==> src/rtl/painter_pkg.sv <==
// Shared definitions for the painter command engine: opcodes, command fields,
// default geometry and the FSM encoding.
package painter_pkg;

  localparam int unsigned WIDTH_DEF  = 640;
  localparam int unsigned HEIGHT_DEF = 480;
  localparam int unsigned CMD_W      = 32;
  localparam int unsigned OP_W       = 4;
  localparam int unsigned CX_W       = 10;
  localparam int unsigned CY_W       = 9;
  localparam int unsigned COL_W      = 8;

  // Field positions within a command word
  localparam int unsigned OP_MSB = 31;
  localparam int unsigned OP_LSB = 28;
  localparam int unsigned A_MSB  = 25;  // cx / rect width
  localparam int unsigned A_LSB  = 16;
  localparam int unsigned B_MSB  = 9;   // hline len; low bits carry cy, vlen, height, colour
  localparam int unsigned B_LSB  = 0;

  localparam logic [OP_W-1:0] OP_NOP    = 4'd0;
  localparam logic [OP_W-1:0] OP_SETCOL = 4'd1;
  localparam logic [OP_W-1:0] OP_MOVETO = 4'd2;
  localparam logic [OP_W-1:0] OP_HLINE  = 4'd3;
  localparam logic [OP_W-1:0] OP_VLINE  = 4'd4;
  localparam logic [OP_W-1:0] OP_RECT   = 4'd5;

  typedef struct packed {
    logic [OP_W-1:0] op;
    logic [CX_W-1:0] a;
    logic [CX_W-1:0] b;
  } cmd_t;

  typedef enum logic [1:0] {
    ST_IDLE = 2'd0,
    ST_WAIT = 2'd1,
    ST_EXEC = 2'd2,
    ST_DRAW = 2'd3
  } state_e;

endpackage

==> src/rtl/painter_addr_gen.sv <==
// Rectangular pixel walker: registered x/y with row-major stepping, linear
// framebuffer address and off-screen clip flag.
module painter_addr_gen
  import painter_pkg::*;
#(
  parameter int unsigned WIDTH  = WIDTH_DEF,
  parameter int unsigned HEIGHT = HEIGHT_DEF,
  parameter int unsigned ADDR_W = 19
) (
  input  logic              clk,
  input  logic              reset,
  input  logic              load,
  input  logic              step,
  input  logic [CX_W-1:0]   x0,
  input  logic [CY_W-1:0]   y0,
  input  logic [CX_W-1:0]   cols,
  input  logic [CY_W-1:0]   rows,
  output logic [ADDR_W-1:0] addr,
  output logic              clip,
  output logic              last
);

  logic [CX_W-1:0] x, x_org, cols_q, col_left;
  logic [CY_W-1:0] y, row_left;

  always_ff @(posedge clk) begin
    if (reset) begin
      x        <= '0;
      y        <= '0;
      x_org    <= '0;
      cols_q   <= '0;
      col_left <= '0;
      row_left <= '0;
    end else if (load) begin
      x        <= x0;
      y        <= y0;
      x_org    <= x0;
      cols_q   <= cols;
      col_left <= cols;
      row_left <= rows;
    end else if (step) begin
      if (col_left > CX_W'(1)) begin
        x        <= x + CX_W'(1);
        col_left <= col_left - CX_W'(1);
      end else begin
        // End of row: return to the left edge and drop one line
        x        <= x_org;
        y        <= y + CY_W'(1);
        col_left <= cols_q;
        row_left <= row_left - CY_W'(1);
      end
    end
  end

  assign addr = ADDR_W'(y) * ADDR_W'(WIDTH) + ADDR_W'(x);
  assign clip = (32'(x) >= WIDTH) || (32'(y) >= HEIGHT);
  assign last = (col_left == CX_W'(1)) && (row_left == CY_W'(1));

endmodule

==> src/rtl/painter_engine.sv <==
// Command-queue drain stage: pops drawing commands and rasterises lines and
// rectangles into single-pixel framebuffer writes.
module painter_engine
  import painter_pkg::*;
#(
  parameter int unsigned WIDTH  = WIDTH_DEF,
  parameter int unsigned HEIGHT = HEIGHT_DEF,
  parameter int unsigned ADDR_W = 19,
  parameter int unsigned RD_LAT = 1
) (
  input  logic              clk,
  input  logic              reset,
  input  logic              q_empty,
  output logic              q_re,
  input  logic [CMD_W-1:0]  q_rd_data,
  output logic              fb_we,
  output logic [ADDR_W-1:0] fb_addr,
  output logic [COL_W-1:0]  fb_data,
  input  logic              fb_ready,
  output logic              busy,
  output logic              bad_op
);

  localparam int unsigned WC_W = (RD_LAT < 2) ? 1 : $clog2(RD_LAT + 1);

  state_e           state, state_nxt;
  cmd_t             cmd;
  logic             cmd_ld;
  logic [COL_W-1:0] colour, colour_nxt, draw_col, draw_col_nxt;
  logic [CX_W-1:0]  cx, cx_nxt;
  logic [CY_W-1:0]  cy, cy_nxt;
  logic             bad_nxt;
  logic [WC_W-1:0]  wait_cnt, wait_nxt;
  logic             ag_load, ag_step, ag_clip, ag_last;
  logic [CX_W-1:0]  ag_cols;
  logic [CY_W-1:0]  ag_rows;
  logic             unused_bits;

  // Reserved command bits carry no meaning
  assign unused_bits = ^{q_rd_data[27:26], q_rd_data[15:10]};

  always_ff @(posedge clk) begin
    if (reset) begin
      state    <= ST_IDLE;
      cmd      <= '0;
      colour   <= '0;
      draw_col <= '0;
      cx       <= '0;
      cy       <= '0;
      bad_op   <= 1'b0;
      wait_cnt <= '0;
    end else begin
      state    <= state_nxt;
      colour   <= colour_nxt;
      draw_col <= draw_col_nxt;
      cx       <= cx_nxt;
      cy       <= cy_nxt;
      bad_op   <= bad_nxt;
      wait_cnt <= wait_nxt;
      if (cmd_ld) begin
        cmd <= '{op: q_rd_data[OP_MSB:OP_LSB],
                 a:  q_rd_data[A_MSB:A_LSB],
                 b:  q_rd_data[B_MSB:B_LSB]};
      end
    end
  end

  always_comb begin
    state_nxt    = state;
    q_re         = 1'b0;
    fb_we        = 1'b0;
    cmd_ld       = 1'b0;
    wait_nxt     = wait_cnt;
    colour_nxt   = colour;
    draw_col_nxt = draw_col;
    cx_nxt       = cx;
    cy_nxt       = cy;
    bad_nxt      = bad_op;
    ag_load      = 1'b0;
    ag_step      = 1'b0;
    ag_cols      = cmd.b;
    ag_rows      = CY_W'(1);

    unique case (state)
      ST_IDLE: begin
        if (!q_empty) begin
          q_re      = 1'b1;
          wait_nxt  = WC_W'(1);
          state_nxt = ST_WAIT;
        end
      end
      ST_WAIT: begin
        if (wait_cnt == WC_W'(RD_LAT)) begin
          cmd_ld    = 1'b1;
          state_nxt = ST_EXEC;
        end else begin
          wait_nxt = wait_cnt + WC_W'(1);
        end
      end
      ST_EXEC: begin
        state_nxt = ST_IDLE;
        case (cmd.op)
          OP_NOP: begin
          end
          OP_SETCOL: colour_nxt = cmd.b[COL_W-1:0];
          OP_MOVETO: begin
            cx_nxt = cmd.a;
            cy_nxt = cmd.b[CY_W-1:0];
          end
          OP_HLINE: begin
            cx_nxt  = cx + cmd.b;
            ag_cols = cmd.b;
            ag_rows = CY_W'(1);
            ag_load = (cmd.b != '0);
          end
          OP_VLINE: begin
            cy_nxt  = cy + cmd.b[CY_W-1:0];
            ag_cols = CX_W'(1);
            ag_rows = cmd.b[CY_W-1:0];
            ag_load = (cmd.b[CY_W-1:0] != '0);
          end
          OP_RECT: begin
            ag_cols = cmd.a;
            ag_rows = cmd.b[CY_W-1:0];
            ag_load = (cmd.a != '0) && (cmd.b[CY_W-1:0] != '0);
          end
          default: bad_nxt = 1'b1;
        endcase
        // Colour is frozen for the whole draw at its start
        if (ag_load) begin
          draw_col_nxt = colour;
          state_nxt    = ST_DRAW;
        end
      end
      ST_DRAW: begin
        fb_we = !ag_clip;
        if (ag_clip || fb_ready) begin
          ag_step = 1'b1;
          if (ag_last) state_nxt = ST_IDLE;
        end
      end
      default: state_nxt = ST_IDLE;
    endcase
  end

  painter_addr_gen #(
    .WIDTH (WIDTH),
    .HEIGHT(HEIGHT),
    .ADDR_W(ADDR_W)
  ) u_addr_gen (
    .clk  (clk),
    .reset(reset),
    .load (ag_load),
    .step (ag_step),
    .x0   (cx),
    .y0   (cy),
    .cols (ag_cols),
    .rows (ag_rows),
    .addr (fb_addr),
    .clip (ag_clip),
    .last (ag_last)
  );

  assign fb_data = draw_col;
  assign busy    = (state != ST_IDLE);

endmodule
==> config.mk <==
export PLATFORM = sky130hd
export DESIGN_NAME = painter_engine
export DESIGN_NICKNAME = d
export VERILOG_FILES = /design/src/rtl/painter_pkg.sv /design/src/rtl/painter_addr_gen.sv /design/src/rtl/painter_engine.sv
export SDC_FILE = /design/constraint.sdc
export NUM_CORES = 1
export LEC_CHECK = 0
export CAP_MARGIN = 20
export CORE_MARGIN = 2
export CORE_UTILIZATION = 55
export DETAILED_ROUTE_END_ITERATION = 10
export PLACE_DENSITY_LB_ADDON = 0.2
export SYNTH_ARGS = -nofsm -noshare
export SYNTH_HDL_FRONTEND = slang
export SYNTH_SLANG_ARGS = --single-unit
==> constraint.sdc <==
create_clock -name clk -period 3.8 [get_ports clk]
set_clock_uncertainty 0.1 [all_clocks]
set_input_delay 0.95 -clock clk [delete_from_list [all_inputs] [get_ports clk]]
set_output_delay 0.95 -clock clk [all_outputs]
set_load 0.03 [all_outputs]
==> impl_metrics.ini, run 1 <==
[clocking]
hold_buffers = 0
clock-sinks = 121
clkLatencyLatePin_ps = 420
cts_tree = built
cts_max_level = 4
numCtsBuffers = 17
cts-root-buf = clkbuf_16
clk_pin_slew_ps = 50
ctsLongestPathBuffers = 2

[grt]
grt_first_pass_wirelength_um = 31200
antenna_found_initial = 0
grt_util_all_layers = 0.275
grt_pass1_vias = 6338
grt_overflow = 0
grt_max_degree = 63

[drt]
routed_wl_um = 19000
wl_per_cell_um = 16.6
drc_errors = 0
first_pass_iters = 5
detail_route.vias_per_cell = 5.94
drtIter0Drc = 764
vias = 6768
antenna_left = 0

[timing]
rsz0062_at_grt = true
slew_headroom = 0.497
worst_slack_ps = -29.5
min_period_ps = 3830
hold_viol = 0
timing.fmax_ghz = 0.261
tightest_slew_ps = 754
fin_crit_sh = 1.01
finalMaxSlewViolations = 0
setup-violations-final = 3

[critical_path]
timing.rr.start = cmd[5]$_SDFFE_PP0P_
cp_slowest_cell = or4_1
path_cells = buf_4 -> ha_1 -> ha_1 -> or4_1 -> o211a_1 -> nand3b_1 -> xor2_1 -> buf_4
rr_worst_depth = 6
cp.required_ps = 2750
slowest_delay_ps = 530
crit_buf_inv = 2
rr_endpoint = u_addr_gen.row_left[7]$_SDFFE_PP0P_
start_kind = register
arrival_ps = 2780
crit_family = simple AND/OR/NAND/NOR gates
cp-startpoint = u_addr_gen.y[6]$_SDFFE_PP0P_
worstSetupEndpointType = primary output
cp_max_fo = 5
setup.worst_path.class = reg2out
r2r_slack_ps = 750

[floorplanning]
rows = 41
die_width_um = 118
initial_utilization = 0.563
ios = 67
core_region_area_um2 = 12700
dieArea_um2 = 13900
die_h_um = 118

[power]
intPower_mw = 2.37
switching_share = 0.234
p_leak_nw = 3.26
cellPowerDensity_nw_per_um2 = 358
vdd_drop_max_mv = 0.298
p_clk_frac = 0.497
p_seq_frac = 0.423
power_frac_comb = 0.080
p_switching_mw = 0.727

[run_status]
status = finished, violations left
violations = setup timing

[placement]
dp_slack_ps = 53.8
gp_congestion = 0.931
dp_hpwl_um = 12800
io_buffers = 58
dp_cells = 1106

[logic_synthesis]
synth_ff_type = dfxtp_1
yosysTopAreaCellShare = 0.339
synth_most_common_cell = nand2_1
synth_largest_area_cell = dfxtp_1
async_reset_ff_frac = 0
syn_nets = 990
yosysUniqueCellTypes = 71
syn_avg_cell_area_um2 = 7.86
synth_area_um2 = 7140
synth_seq_cells = 121
synth.area.top_cells = dfxtp_1 34%, a21oi_1 7.5%, ha_1 7.4%
synth-seq-area-share = 0.339
synthCells = 908
synthTopCellsByCount = 139 x nand2_1, 121 x dfxtp_1, 107 x a21oi_1
synth-edff-count = 0
yosysWarningCount = 0

[final_layout]
final_cells = 1140
nFillCells = 1086
antennaDiodeCount = 0
syn_to_final_growth_pct = 21.2
nNetsFinal = 1039
drive_above_1_share = 0.117
fin_util = 0.683

[job]
maxCapViolations = 0

[worst_hold_path]
min-delay-path-class = reg2reg
min_from = colour[6]$_SDFFE_PP0P_
worstHoldPathCells = 2
min_to = fb_data[6]$_SDFFE_PP0P_
==> logic make-up (layout without fill, tap and decap cells) <==
group	Yosys count	after routing	share of synthesized area
simple gates	337	337	0.222
compound gates	274	274	0.247
flops	121	121	0.339
buf+inv	89	149	0.0550
fa+ha+maj	46	46	0.0848
xor+xnor	32	32	0.0393
mux	9	9	0.0126
==> routing by layer <==
metal	vias up	GRT usage	wire length [um]
met5	-	0	0
li1	3355	-	-
met4	0	0.130	616
met2	246	0.430	8640
met1	3117	0.369	8600
met3	50	0.0489	1110
==> worst reg2reg max path, cell delays in order, from the launching register on <==
cell and delay, ps:
dfxtp_1 300, or4_1 530, a2111oi_2 580, a211o_1 650, o21ai_1 460, a21oi_1 250
nor3_1 50
==> metrics by stage <==
stage / setup TNS (ps) / hold WS, ps / cell area [um2] / total power [mW]
6_report: -80.8 / 350 / 8660 / 3.10
5_1_grt: -422 / 369 / 8660 / 3.20
4_1_cts: -186 / 353 / 8580 / 3.11
3_5_place_dp: 0 / 345 / 7880 / 1.58
3_3_place_gp: 0 / 341 / 7880 / 1.58
2_1_floorplan: 0 / 332 / 7140 / 1.49
==> layout by cell type (no fill, tap or decap), types with 9 or more instances in the layout <==
| cell type | n |
|---|---|
| clkbuf_16 | 17 |
| o21ai_0 | 33 |
| ha_1 | 32 |
| a21oi_1 | 107 |
| a31oi_1 | 19 |
| nor3_1 | 28 |
| xnor2_1 | 20 |
| clkdlybuf4s50_1 | 50 |
| inv_1 | 26 |
| dfxtp_1 | 117 |
| ha_4 | 9 |
| a21o_1 | 13 |
| nand2_1 | 139 |
| nor2_1 | 81 |
| buf_4 | 39 |
| nand3_1 | 11 |
| o211ai_1 | 13 |
| a211oi_1 | 15 |
| mux2i_1 | 9 |
| xor2_1 | 11 |
| o21a_1 | 12 |
| and3_1 | 10 |
==> worst max-delay path by stage <==
stage                  end  slack [ps]  depth (start not counted)
2_1_floorplan  fb_addr[18]         150                         10
3_3_place_gp   fb_addr[17]         140                         10
3_5_place_dp   fb_addr[17]          50                         10
4_1_cts        fb_addr[17]         -80                         11
5_1_grt        fb_addr[17]        -160                         11
6_report       fb_addr[16]         -30                          8
==> repair_timing <==
item                       CTS  global route
setup endpoints to repair    6             6
hold endpoints to repair     0             0
pin swaps                   16            10
buffers inserted             4             0
resized for setup           26            13
==> flip-flops by register name, indices dropped and copies added, names as in the netlist, 9 cells and up <==
signal	flops
cy	9
cx	10
u_addr_gen.x_org	10
u_addr_gen.cols_q	10
u_addr_gen.x	10
u_addr_gen.y	9
u_addr_gen.row_left	9
u_addr_gen.col_left	10
cmd	24
==> final cells by class <==
cell class	instances	area [um2]	area share
multi-input combinational	698	4520	0.522
sequential	121	2430	0.281
timing repair buffer	92	827	0.0955
clock buffer	22	464	0.0536
tap	172	215	0.0249
inverter	27	101	0.0117
clock inverter	8	97.6	0.0113
==> power groups by stage <==
stage               Combinational [mW]  Sequential (mW)  Clock [mW]
finish                           0.248             1.31        1.54
global route                     0.274             1.31        1.62
CTS                              0.246             1.31        1.55
detailed placement               0.243             1.34           0
global placement                 0.241             1.34           0
floorplan                        0.164             1.33           0
Power figures use the tool's default switching activity.
==> run 2, diff against run 1 <==
--- a/config.mk
+++ b/config.mk
@@ -6,10 +6,9 @@
 export NUM_CORES = 1
 export LEC_CHECK = 0
 export CAP_MARGIN = 20
-export CORE_MARGIN = 2
 export CORE_UTILIZATION = 55
 export DETAILED_ROUTE_END_ITERATION = 10
-export PLACE_DENSITY_LB_ADDON = 0.2
+export PLACE_DENSITY = 0.77
 export SYNTH_ARGS = -nofsm -noshare
 export SYNTH_HDL_FRONTEND = slang
 export SYNTH_SLANG_ARGS = --single-unit
==> run 2 against run 1 <==
Net effect:
- the flow still finishes with violations (setup timing)
- routed wire length up 0.54%
- fmax down 2.5%
- flip-flop and latch count unchanged
- clock power up 5%
- register-to-register slack better by 200 ps
- non-clock buffer count down 3
- via count up 2.2%
- worst hold slack better by 4.5 ps
- first-iteration DRC count down 28%
- final area up 0.12%
- critical path depth up 2
- critical endpoint is now fb_addr[17]
- core utilization up 0.36 points
==> impl_metrics.ini, run 2 (synthesis results as in run 1) <==
[critical_path]
worstSetupEndpointType = primary output
cp.required_ps = 2750
cp_slowest_cell = fa_2
rr_endpoint = u_addr_gen.y[5]$_SDFFE_PP0P_
path_cells = ha_1 -> inv_1 -> fa_2 -> nor2b_2 -> o21ai_1 -> a21oi_2 -> nand3_2 -> nor4b_4 -> xnor2_1 -> buf_4
arrival_ps = 2880
setup.worst_path.class = reg2out
start_kind = register
r2r_slack_ps = 950
rr_worst_depth = 6
crit_family = adder cells
slowest_delay_ps = 420
crit_buf_inv = 2
cp_max_fo = 3
timing.rr.start = cmd[8]$_SDFFE_PP0P_

[power]
p_seq_frac = 0.414
intPower_mw = 2.42
p_switching_mw = 0.757
p_leak_nw = 3.28
vdd_drop_max_mv = 0.358
switching_share = 0.239
cellPowerDensity_nw_per_um2 = 366
fin_total_pwr_mw = 3.17
p_clk_frac = 0.509
power_frac_comb = 0.077

[placement]
dp_slack_ps = 47.2
io_buffers = 58
dp_hpwl_um = 12700
gp_congestion = 0.911
post_dp_cell_area_um2 = 7840

[timing]
tightest_slew_ps = 749
finalMaxSlewViolations = 0
whs_ps = 355
slew_headroom = 0.501
hold_viol = 0
min_period_ps = 3930
fin_crit_sh = 1.03
worst_slack_ps = -128
setup-violations-final = 3
timing.fmax_ghz = 0.255
rsz0062_at_grt = true
tns_ps = -298

[clocking]
hold_buffers = 0
cts_max_level = 4
numCtsBuffers = 17
cts-root-buf = clkbuf_16
clock-sinks = 121
ctsLongestPathBuffers = 2
clk_pin_slew_ps = 50
clkLatencyLatePin_ps = 420
cts_tree = built

[drt]
wl_per_cell_um = 16.7
first_pass_iters = 5
vias = 6920
antenna_left = 0
drtIter0Drc = 547
drc_errors = 0
routed_wl_um = 19100
detail_route.vias_per_cell = 6.08

[job]
maxCapViolations = 0

[floorplanning]
die_h_um = 116
dieArea_um2 = 13400
rows = 41
initial_utilization = 0.566
die_width_um = 116
ios = 67
core_region_area_um2 = 12600

[run_status]
status = finished, violations left
violations = setup timing

[final_layout]
largest_register = cmd
layout_common_cells = 139 x nand2_1, 117 x dfxtp_1, 106 x a21oi_1, 81 x nor2_1, 49 x clkdlybuf4s50_1
syn_to_final_growth_pct = 21.4
nNetsFinal = 1036
antennaDiodeCount = 0
drive_above_1_share = 0.117
largest_reg_flops = 24
final_area_um2 = 8670
mostFrequentLayoutCell = nand2_1

[grt]
grt_max_degree = 49
grt_first_pass_wirelength_um = 30800
antenna_found_initial = 0
grt_pass1_vias = 6187
grt_overflow = 0
grt_util_all_layers = 0.294

[worst_hold_path]
min_from = u_addr_gen.x_org[5]$_SDFFE_PP0P_
worstHoldPathCells = 2
min_to = u_addr_gen.x_org[5]$_SDFFE_PP0P_
min-delay-path-class = reg2reg
-- run 2: cell types whose count changed in the layout (fill, tap and decap cells not counted), moves of 2 or more --
cell	delta
buf_4	-3
clkbuf_1	-3
clkbuf_8	+2
clkinv_4	+2
-- run 2: stage by stage --
stage,utilization,std cells
after global placement,0.622,1103
after CTS,0.678,1137
after global routing,0.687,1139
final,0.687,1139
after detailed placement,0.622,1103
after floorplan,-,908
-- run 2: final cells by class --
class | count | area [um2]
Multi-Input combinational cell | 698 | 4520
Inverter | 27 | 101
Clock buffer | 21 | 480
Tap cell | 172 | 215
Sequential cell | 121 | 2430
Fill cell | 1061 | 3950
Clock inverter | 11 | 120
Timing Repair Buffer | 89 | 795
-- run 2: worst max path at each step --
stage	slack, ps	start	cells after the start	end
after detailed placement	50	u_addr_gen.y[1]$_SDFFE_PP0P_	10	fb_addr[17]
after global routing	-200	u_addr_gen.y[2]$_SDFFE_PP0P_	10	fb_addr[17]
after floorplan	150	u_addr_gen.y[3]$_SDFFE_PP0P_	10	fb_addr[18]
after global placement	130	u_addr_gen.y[3]$_SDFFE_PP0P_	10	fb_addr[17]
after CTS	-120	u_addr_gen.y[3]$_SDFFE_PP0P_	11	fb_addr[17]
final	-130	u_addr_gen.y[2]$_SDFFE_PP0P_	10	fb_addr[17]
-- run 2: power groups by stage --
stage          combinational (mW)  clock (mW)  sequential [mW]
2_1_floorplan               0.164           0             1.33
5_1_grt                     0.270        1.68             1.32
4_1_cts                     0.243        1.62             1.31
3_5_place_dp                0.240           0             1.34
3_3_place_gp                0.238           0             1.34
6_report                    0.245        1.61             1.31
-- run 2: timing repair --
item / in CTS / in global routing
setup buffers: 2 / 2
endpoints found under the setup margin: 5 / 5
gates resized for setup: 23 / 18
pin swaps: 13 / 14
-- run 2: tightest hold or removal path: stages, from the launching register on --
cell,delay (ps)
dfxtp_1,310
nand2_1,50
a21oi_1,50
-- run 2: per-layer routing --
metal | global-route usage | vias to the layer above | share of wire
met5 | 0 | - | 0
met4 | 0.132 | 0 | 0.032
met3 | 0.0575 | 54 | 0.071
met2 | 0.458 | 299 | 0.46
met1 | 0.395 | 3217 | 0.44
li1 | - | 3350 | -
